`config.mk`:
```
export PLATFORM = sky130hd
export DESIGN_NAME = comm_uart_ctrl
export DESIGN_NICKNAME = d
export VERILOG_FILES = /design/src/rtl/comm_uart_ctrl_if.sv /design/src/rtl/comm_uart_ctrl.sv
export SDC_FILE = /design/constraint.sdc
export NUM_CORES = 1
export LEC_CHECK = 0
export ABC_AREA = 1
export CAP_MARGIN = 25
export CORE_AREA = 2 2 100 102
export CTS_BUF_LIST = sky130_fd_sc_hd__clkbuf_4 sky130_fd_sc_hd__clkbuf_8
export DETAILED_ROUTE_END_ITERATION = 12
export DIE_AREA = 0 0 102 104
export HOLD_SLACK_MARGIN = 0.1
export PLACE_DENSITY = 0.67
export SLEW_MARGIN = 25
export SYNTH_ARGS = -nofsm -noshare
export SYNTH_HDL_FRONTEND = slang
export SYNTH_HIERARCHICAL = 1
export SYNTH_SLANG_ARGS = --single-unit
```
`constraint.sdc`:
```
create_clock -name clk -period 4.2 [get_ports clk]
set_clock_uncertainty 0.15 [all_clocks]
set_input_delay 0.42 -clock clk [delete_from_list [all_inputs] [get_ports clk]]
set_output_delay 0.42 -clock clk [all_outputs]
set_load 0.1 [all_outputs]
```
`src/rtl/comm_uart_ctrl_if.sv`:
```
// Byte channel between the UART engines and the command controller.
// The master presents a byte on data together with a single-cycle valid strobe.
interface comm_uart_ctrl_if;
  logic [7:0] data;
  logic       valid;

  modport master (output data, output valid);
  modport slave  (input  data, input  valid);
endinterface

```
`src/rtl/comm_uart_ctrl.sv`:
```
// UART command controller: receives command bytes, answers read requests and
// holds the 16-bit pin-enable mask for the console mux.

// 8N1 receiver; presents each byte with a one-cycle valid at the stop-bit centre.
module comm_uart_rx #(
  parameter int unsigned CLK_PER_BIT = 16
) (
  input  logic             clk,
  input  logic             rst,
  input  logic             rx,
  comm_uart_ctrl_if.master out_ch
);
  localparam int unsigned   CW   = $clog2(CLK_PER_BIT) + 1;
  localparam logic [CW-1:0] HALF = CW'(CLK_PER_BIT / 2 - 1);
  localparam logic [CW-1:0] FULL = CW'(CLK_PER_BIT - 1);

  typedef enum logic [1:0] {R_IDLE, R_START, R_DATA, R_STOP} rx_state_t;

  rx_state_t     state, state_nx;
  logic [1:0]    sync;
  logic [CW-1:0] cnt;
  logic [2:0]    bit_idx;
  logic [7:0]    shreg;
  logic          line;
  logic          tick;

  assign line = sync[1];
  assign tick = (cnt == '0);

  // State register
  always_ff @(posedge clk) begin
    if (rst) state <= R_IDLE;
    else     state <= state_nx;
  end

  // Next state; a start bit that is high again at half a bit is a glitch
  always_comb begin
    state_nx = state;
    case (state)
      R_IDLE:  if (!line) state_nx = R_START;
      R_START: if (tick) state_nx = line ? R_IDLE : R_DATA;
      R_DATA:  if (tick && bit_idx == 3'd7) state_nx = R_STOP;
      R_STOP:  if (tick) state_nx = R_IDLE;
      default: state_nx = R_IDLE;
    endcase
  end

  // Line synchroniser, bit timing, shift register and byte output
  always_ff @(posedge clk) begin
    if (rst) begin
      sync         <= 2'b11;
      cnt          <= '0;
      bit_idx      <= '0;
      shreg        <= '0;
      out_ch.data  <= '0;
      out_ch.valid <= 1'b0;
    end else begin
      sync         <= {sync[0], rx};
      out_ch.valid <= 1'b0;
      if (state == R_IDLE) begin
        cnt     <= HALF;
        bit_idx <= '0;
      end else if (tick) begin
        cnt <= FULL;
        if (state == R_DATA) begin
          shreg   <= {line, shreg[7:1]};
          bit_idx <= 3'(bit_idx + 3'd1);
        end
        if (state == R_STOP && line) begin
          out_ch.data  <= shreg;
          out_ch.valid <= 1'b1;
        end
      end else begin
        cnt <= CW'(cnt - 1'b1);
      end
    end
  end
endmodule

// 8N1 transmitter; done pulses for one cycle at the end of the stop bit.
module comm_uart_tx #(
  parameter int unsigned CLK_PER_BIT = 16
) (
  input  logic            clk,
  input  logic            rst,
  comm_uart_ctrl_if.slave in_ch,
  output logic            tx,
  output logic            done
);
  localparam int unsigned   CW   = $clog2(CLK_PER_BIT) + 1;
  localparam logic [CW-1:0] FULL = CW'(CLK_PER_BIT - 1);

  typedef enum logic {T_IDLE, T_BUSY} tx_state_t;

  tx_state_t     state, state_nx;
  logic [CW-1:0] cnt;
  logic [3:0]    bit_idx;
  logic [8:0]    frame;
  logic          tick;

  assign tick = (cnt == '0);

  // State register
  always_ff @(posedge clk) begin
    if (rst) state <= T_IDLE;
    else     state <= state_nx;
  end

  // Next state; start requests while busy are ignored
  always_comb begin
    state_nx = state;
    case (state)
      T_IDLE:  if (in_ch.valid) state_nx = T_BUSY;
      T_BUSY:  if (tick && bit_idx == 4'd9) state_nx = T_IDLE;
      default: state_nx = T_IDLE;
    endcase
  end

  // Serial line, bit timing and done pulse; frame holds data bits then stop
  always_ff @(posedge clk) begin
    if (rst) begin
      tx      <= 1'b1;
      done    <= 1'b0;
      cnt     <= '0;
      bit_idx <= '0;
      frame   <= '0;
    end else begin
      done <= 1'b0;
      if (state == T_IDLE) begin
        cnt     <= FULL;
        bit_idx <= '0;
        if (in_ch.valid) begin
          tx    <= 1'b0;
          frame <= {1'b1, in_ch.data};
        end else begin
          tx <= 1'b1;
        end
      end else if (tick) begin
        cnt     <= FULL;
        bit_idx <= 4'(bit_idx + 4'd1);
        if (bit_idx == 4'd9) begin
          done <= 1'b1;
        end else begin
          tx    <= frame[0];
          frame <= {1'b1, frame[8:1]};
        end
      end else begin
        cnt <= CW'(cnt - 1'b1);
      end
    end
  end
endmodule

// Command decoder, enable-mask register and response sequencer.
module comm_uart_ctrl #(
  parameter int unsigned CLK_PER_BIT = 16
) (
  input  logic        clk,
  input  logic        rst,
  input  logic        serial_rx,
  output logic        serial_tx,
  output logic [15:0] enabled_out
);
  localparam logic [7:0]  COMM_READ_PIN_MAP      = 8'h01;
  localparam logic [7:0]  COMM_READ_ENABLE_MASK  = 8'h02;
  localparam logic [7:0]  COMM_WRITE_ENABLE_MASK = 8'h03;
  localparam logic [31:0] PIN_MAP                = 32'hAABBCCDD;
  localparam logic [15:0] MASK_RESET             = 16'hAA55;

  typedef enum logic [1:0] {C_IDLE, C_PAYLOAD, C_SEND, C_WAIT} ctrl_state_t;

  ctrl_state_t state, state_nx;
  logic [31:0] resp;
  logic [2:0]  resp_len;
  logic [2:0]  idx;
  logic        pay_idx;
  logic [7:0]  shadow;
  logic        tx_done;

  comm_uart_ctrl_if rx_ch ();
  comm_uart_ctrl_if tx_ch ();

  comm_uart_rx #(.CLK_PER_BIT(CLK_PER_BIT)) u_rx (
    .clk    (clk),
    .rst    (rst),
    .rx     (serial_rx),
    .out_ch (rx_ch)
  );

  comm_uart_tx #(.CLK_PER_BIT(CLK_PER_BIT)) u_tx (
    .clk   (clk),
    .rst   (rst),
    .in_ch (tx_ch),
    .tx    (serial_tx),
    .done  (tx_done)
  );

  // State register
  always_ff @(posedge clk) begin
    if (rst) state <= C_IDLE;
    else     state <= state_nx;
  end

  // Next state; unknown codes and bytes arriving mid-response are dropped
  always_comb begin
    state_nx = state;
    case (state)
      C_IDLE: if (rx_ch.valid) begin
        if (rx_ch.data == COMM_READ_PIN_MAP || rx_ch.data == COMM_READ_ENABLE_MASK)
          state_nx = C_SEND;
        else if (rx_ch.data == COMM_WRITE_ENABLE_MASK)
          state_nx = C_PAYLOAD;
      end
      C_PAYLOAD: if (rx_ch.valid && pay_idx) state_nx = C_SEND;
      C_SEND:    state_nx = C_WAIT;
      C_WAIT:    if (tx_done) state_nx = (3'(idx + 3'd1) < resp_len) ? C_SEND : C_IDLE;
      default:   state_nx = C_IDLE;
    endcase
  end

  // TX start strobe and current response byte, LSB first
  always_comb begin
    tx_ch.valid = 1'b0;
    tx_ch.data  = resp[{idx[1:0], 3'b000} +: 8];
    if (state == C_SEND) tx_ch.valid = 1'b1;
  end

  // Response word, byte index, payload shadow and the enable mask
  always_ff @(posedge clk) begin
    if (rst) begin
      enabled_out <= MASK_RESET;
      resp        <= '0;
      resp_len    <= '0;
      idx         <= '0;
      pay_idx     <= 1'b0;
      shadow      <= '0;
    end else begin
      case (state)
        C_IDLE: if (rx_ch.valid) begin
          idx     <= '0;
          pay_idx <= 1'b0;
          if (rx_ch.data == COMM_READ_PIN_MAP) begin
            resp     <= PIN_MAP;
            resp_len <= 3'd4;
          end else if (rx_ch.data == COMM_READ_ENABLE_MASK) begin
            resp     <= {16'h0000, enabled_out};
            resp_len <= 3'd2;
          end
        end
        C_PAYLOAD: if (rx_ch.valid) begin
          if (!pay_idx) begin
            shadow  <= rx_ch.data;
            pay_idx <= 1'b1;
          end else begin
            enabled_out <= {rx_ch.data, shadow};
            resp        <= {16'h0000, rx_ch.data, shadow};
            resp_len    <= 3'd2;
            pay_idx     <= 1'b0;
          end
        end
        C_WAIT: if (tx_done) idx <= 3'(idx + 3'd1);
        default: ;
      endcase
    end
  end
endmodule

```
==> out/summary.txt <==
Clock Tree Buf Depth = 2
starting density of the core = 49.0%
CTS clock-pin slew for the worst setup and hold paths = 90 ps
Num Clock Sinks = 98
Top Usage Layer GRT = met2
ANT nets after route = 0
synthesized instance count = 645
area grow syn2layout = 8.78%
Max VDD drop = 0.000163 V
Setup CP Type = flip-flop to output pin
Num CTS Buffers = 9
Setup TNS = 0 ps
Initial DRC Count = 206
GR Layer Usage met1 = 25.9%
crit end category = output pin
Leakage = 2.22 nW
largest net degree at the start of global routing = 32
setup repair bufs after CTS = 0
asr flop ratio synth = 0%
DRC viols = 0
antenna diode count = 0
NetSw = 0.377 mW
slowest stage delay, CP = 1150 ps
GPL Wtd Cong = 0.823
Routed WL per cell = 11.9 um
die area = 10600 sq um
type of the tightest min-delay check = flip-flop to flip-flop
Ports = 20
syn_nets = 656
met2 Usage GRT = 29.1%
vias in the first global route = 3601
Post-synth EDFFs = 0
Post-CTS Hold Buffers = 0
Die Y-Extent = 104 um
H-Tree Depth = 3
Rel. slew slack = 34.5%
upper clock frequency limit = 405 MHz
Util after Layout = 53.2%
sequential area share after synthesis = 42.0%
Ys Warns = 6
max_cap viols = 0
status = finished clean
hpwl dp = 6730 um
final worst path period share = 58.8%
crit-path max FO = 3
vias per cell = 4.93
first-pass GRT wire length = 16300 um
clock power share = 40.4%
Sw Share = 22.4%
TritonCTS clock tree = yes
# nets final = 663
internal power = 1.31 mW
synth unique cells = 39
total track usage = 18.6%
Hold Vio Cnt, Final = 0
Tightest Pin Transition = 979 ps
number of port buffers = 19
# fillers = 966
GRT overflow = 0
CORE AREA = 9550 sq um
crit-path leading delay family = buffers and inverters
CP Buf/Inv Count = 1
unrepaired setup endpoints after global routing = false
vias = 3897
final count of negative-setup-slack endpoints = 0
worst-path cell chain = clkdlybuf4s50_1
Root Buffer = clkbuf_8
WL final = 9400 um
power share of the sequential group = 56.0%
synthesized area per cell = 7.25 sq um
Seq cells post-synth = 98
Slew Viols, Final = 0
Clk Latency, worst-skew pair = 360 ps
layout cells sized above 1 = 9.44%
Top FF cell, synth = dfxtp_1
Die W = 102 um
Critical Path RT = 3630 ps
cts repair resizes = 0
met3 Usage GRT = 3.49%
Cell Pwr Density = 332 nW/um^2
crit path DAT = 1900 ps
Comb power frac = 3.6%
1st-pass router iterations = 4
Tmin final = 2470 ps
antenna violations before repair = 0
Synth Cell Area = 4670 sq um
startpoint type of the worst setup path = flip-flop
Rows = 36
slowest CP cell = clkdlybuf4s50_1
[stage by stage]
stage / hold WS [ps] / instances / power [mW] / setup slack [ps] / cell area, sq um
after floorplan: 239 / 645 / 1.01 / 2480 / 4670
after global placement: 247 / 774 / 1.02 / 1850 / 4860
final: 282 / 790 / 1.69 / 1730 / 5080
after detailed placement: 253 / 774 / 1.03 / 1810 / 4860
after CTS: 279 / 790 / 1.70 / 1730 / 5080
after global routing: 300 / 790 / 1.75 / 1510 / 5080
[kinds of logic (layout without fill, tap and decap cells)]
kind of cell	Yosys count	after routing	synth area share [%]
AO/OA/AOI/OAI	125	125	14.6
XOR/XNOR	4	4	0.750
adder cells (fa/ha/maj)	8	8	2.14
buffers and inverters	120	132	11.6
flip-flops	98	98	42.0
AND/OR/NAND/NOR	290	290	29.0
[Yosys cell counts, types with 2 or more instances]
| cell type | number | area [sq um] |
|---|---|---|
| a211oi_1 | 6 | 45.0 |
| a21oi_1 | 39 | 195 |
| a31oi_1 | 3 | 18.8 |
| and2_1 | 7 | 43.8 |
| buf_2 | 4 | 20.0 |
| buf_4 | 5 | 37.5 |
| buf_6 | 9 | 101 |
| clkbuf_1 | 5 | 18.8 |
| dfxtp_1 | 98 | 1960 |
| ha_1 | 8 | 100 |
| inv_1 | 91 | 342 |
| inv_2 | 4 | 15.0 |
| nand2_1 | 118 | 443 |
| nand2_2 | 5 | 31.3 |
| nand2_4 | 4 | 45.0 |
| nand3_1 | 20 | 100 |
| nand3_4 | 3 | 52.6 |
| nand4_1 | 12 | 75.1 |
| nor2_1 | 90 | 338 |
| nor2_2 | 17 | 106 |
| nor2_4 | 3 | 33.8 |
| nor3_1 | 2 | 10.0 |
| o21ai_0 | 52 | 260 |
| o21ai_1 | 13 | 65.1 |
| o221ai_1 | 5 | 43.8 |
| o22ai_1 | 3 | 18.8 |
| or2_2 | 5 | 31.3 |
| xnor2_1 | 2 | 17.5 |
| xor2_1 | 2 | 17.5 |
[placed cells by master, fill, tap and decap left out, drive strengths merged]
master,n
clkinv,4
ha,8
buf,1
inv,95
xnor2,2
nand2,127
nand4,13
clkbuf,10
bufinv,2
dfxtp,98
nand3b,1
clkdlybuf4s50,19
or2,6
xor2,2
o211a,1
a21oi,39
a211oi,6
and2,8
o21ai,66
nand3,23
o211ai,1
o21bai,1
clkinvlp,1
nor2,110
o22ai,3
o221ai,5
nor3,2
a31oi,3
[power by group through the flow]
stage          registers, mW  clock network (mW)  logic [mW]
5_1_grt                0.946               0.733      0.0692
4_1_cts                0.944               0.696      0.0603
3_3_place_gp           0.966                   0      0.0584
6_report               0.944               0.682      0.0601
2_1_floorplan          0.965                   0      0.0474
3_5_place_dp           0.966                   0      0.0601
[sequential cells by signal, summed over array words and instances, names as in the netlist, named ones only]
| name | flops |
|---|---|
| u_rx/sync | 2 |
| u_tx/done | 1 |
| enabled_out | 16 |
| u_tx/state | 1 |
| u_tx/tx | 1 |
| u_rx/out_ch.data | 8 |
| u_tx/bit_idx | 4 |
| u_rx/bit_idx | 3 |
| resp | 17 |
| shadow | 8 |
| u_tx/frame | 9 |
| u_rx/shreg | 8 |
| u_rx/state | 1 |
| pay_idx | 1 |
| u_rx/cnt | 5 |
| u_rx/out_ch.valid | 1 |
| state | 2 |
| resp_len | 1 |
| u_tx/cnt | 5 |
| idx | 3 |
[layer usage]
metal  wire length (um)  share of wire [%]
met1               4830                 51
met2               4150                 44
met3                286                3.0
met4                132                1.4
met5                  0                  0
[path summary, 6_finish.rpt]
path                                      from              to  slack, ps  cells past startpoint
worst max-delay path            enabled_out[8]  enabled_out[8]       1730                      1
worst min-delay path              u_rx/sync[0]    u_rx/sync[1]        280                      1
worst max register to register        state[0]         resp[0]       1810                      8
worst min register to register    u_rx/sync[0]    u_rx/sync[1]        280                      1
[layout make-up]
| class | instances | area [sq um] | share of cell area, % |
|---|---|---|---|
| Sequential cell | 98 | 1960 | 38.6 |
| Timing Repair Buffer | 20 | 198 | 3.89 |
| Inverter | 96 | 362 | 7.11 |
| Clock buffer | 10 | 138 | 2.71 |
| Multi-Input combinational cell | 427 | 2170 | 42.7 |
| Tap cell | 133 | 166 | 3.27 |
| Clock inverter | 6 | 90.1 | 1.77 |
Power figures use the tool's default switching activity.
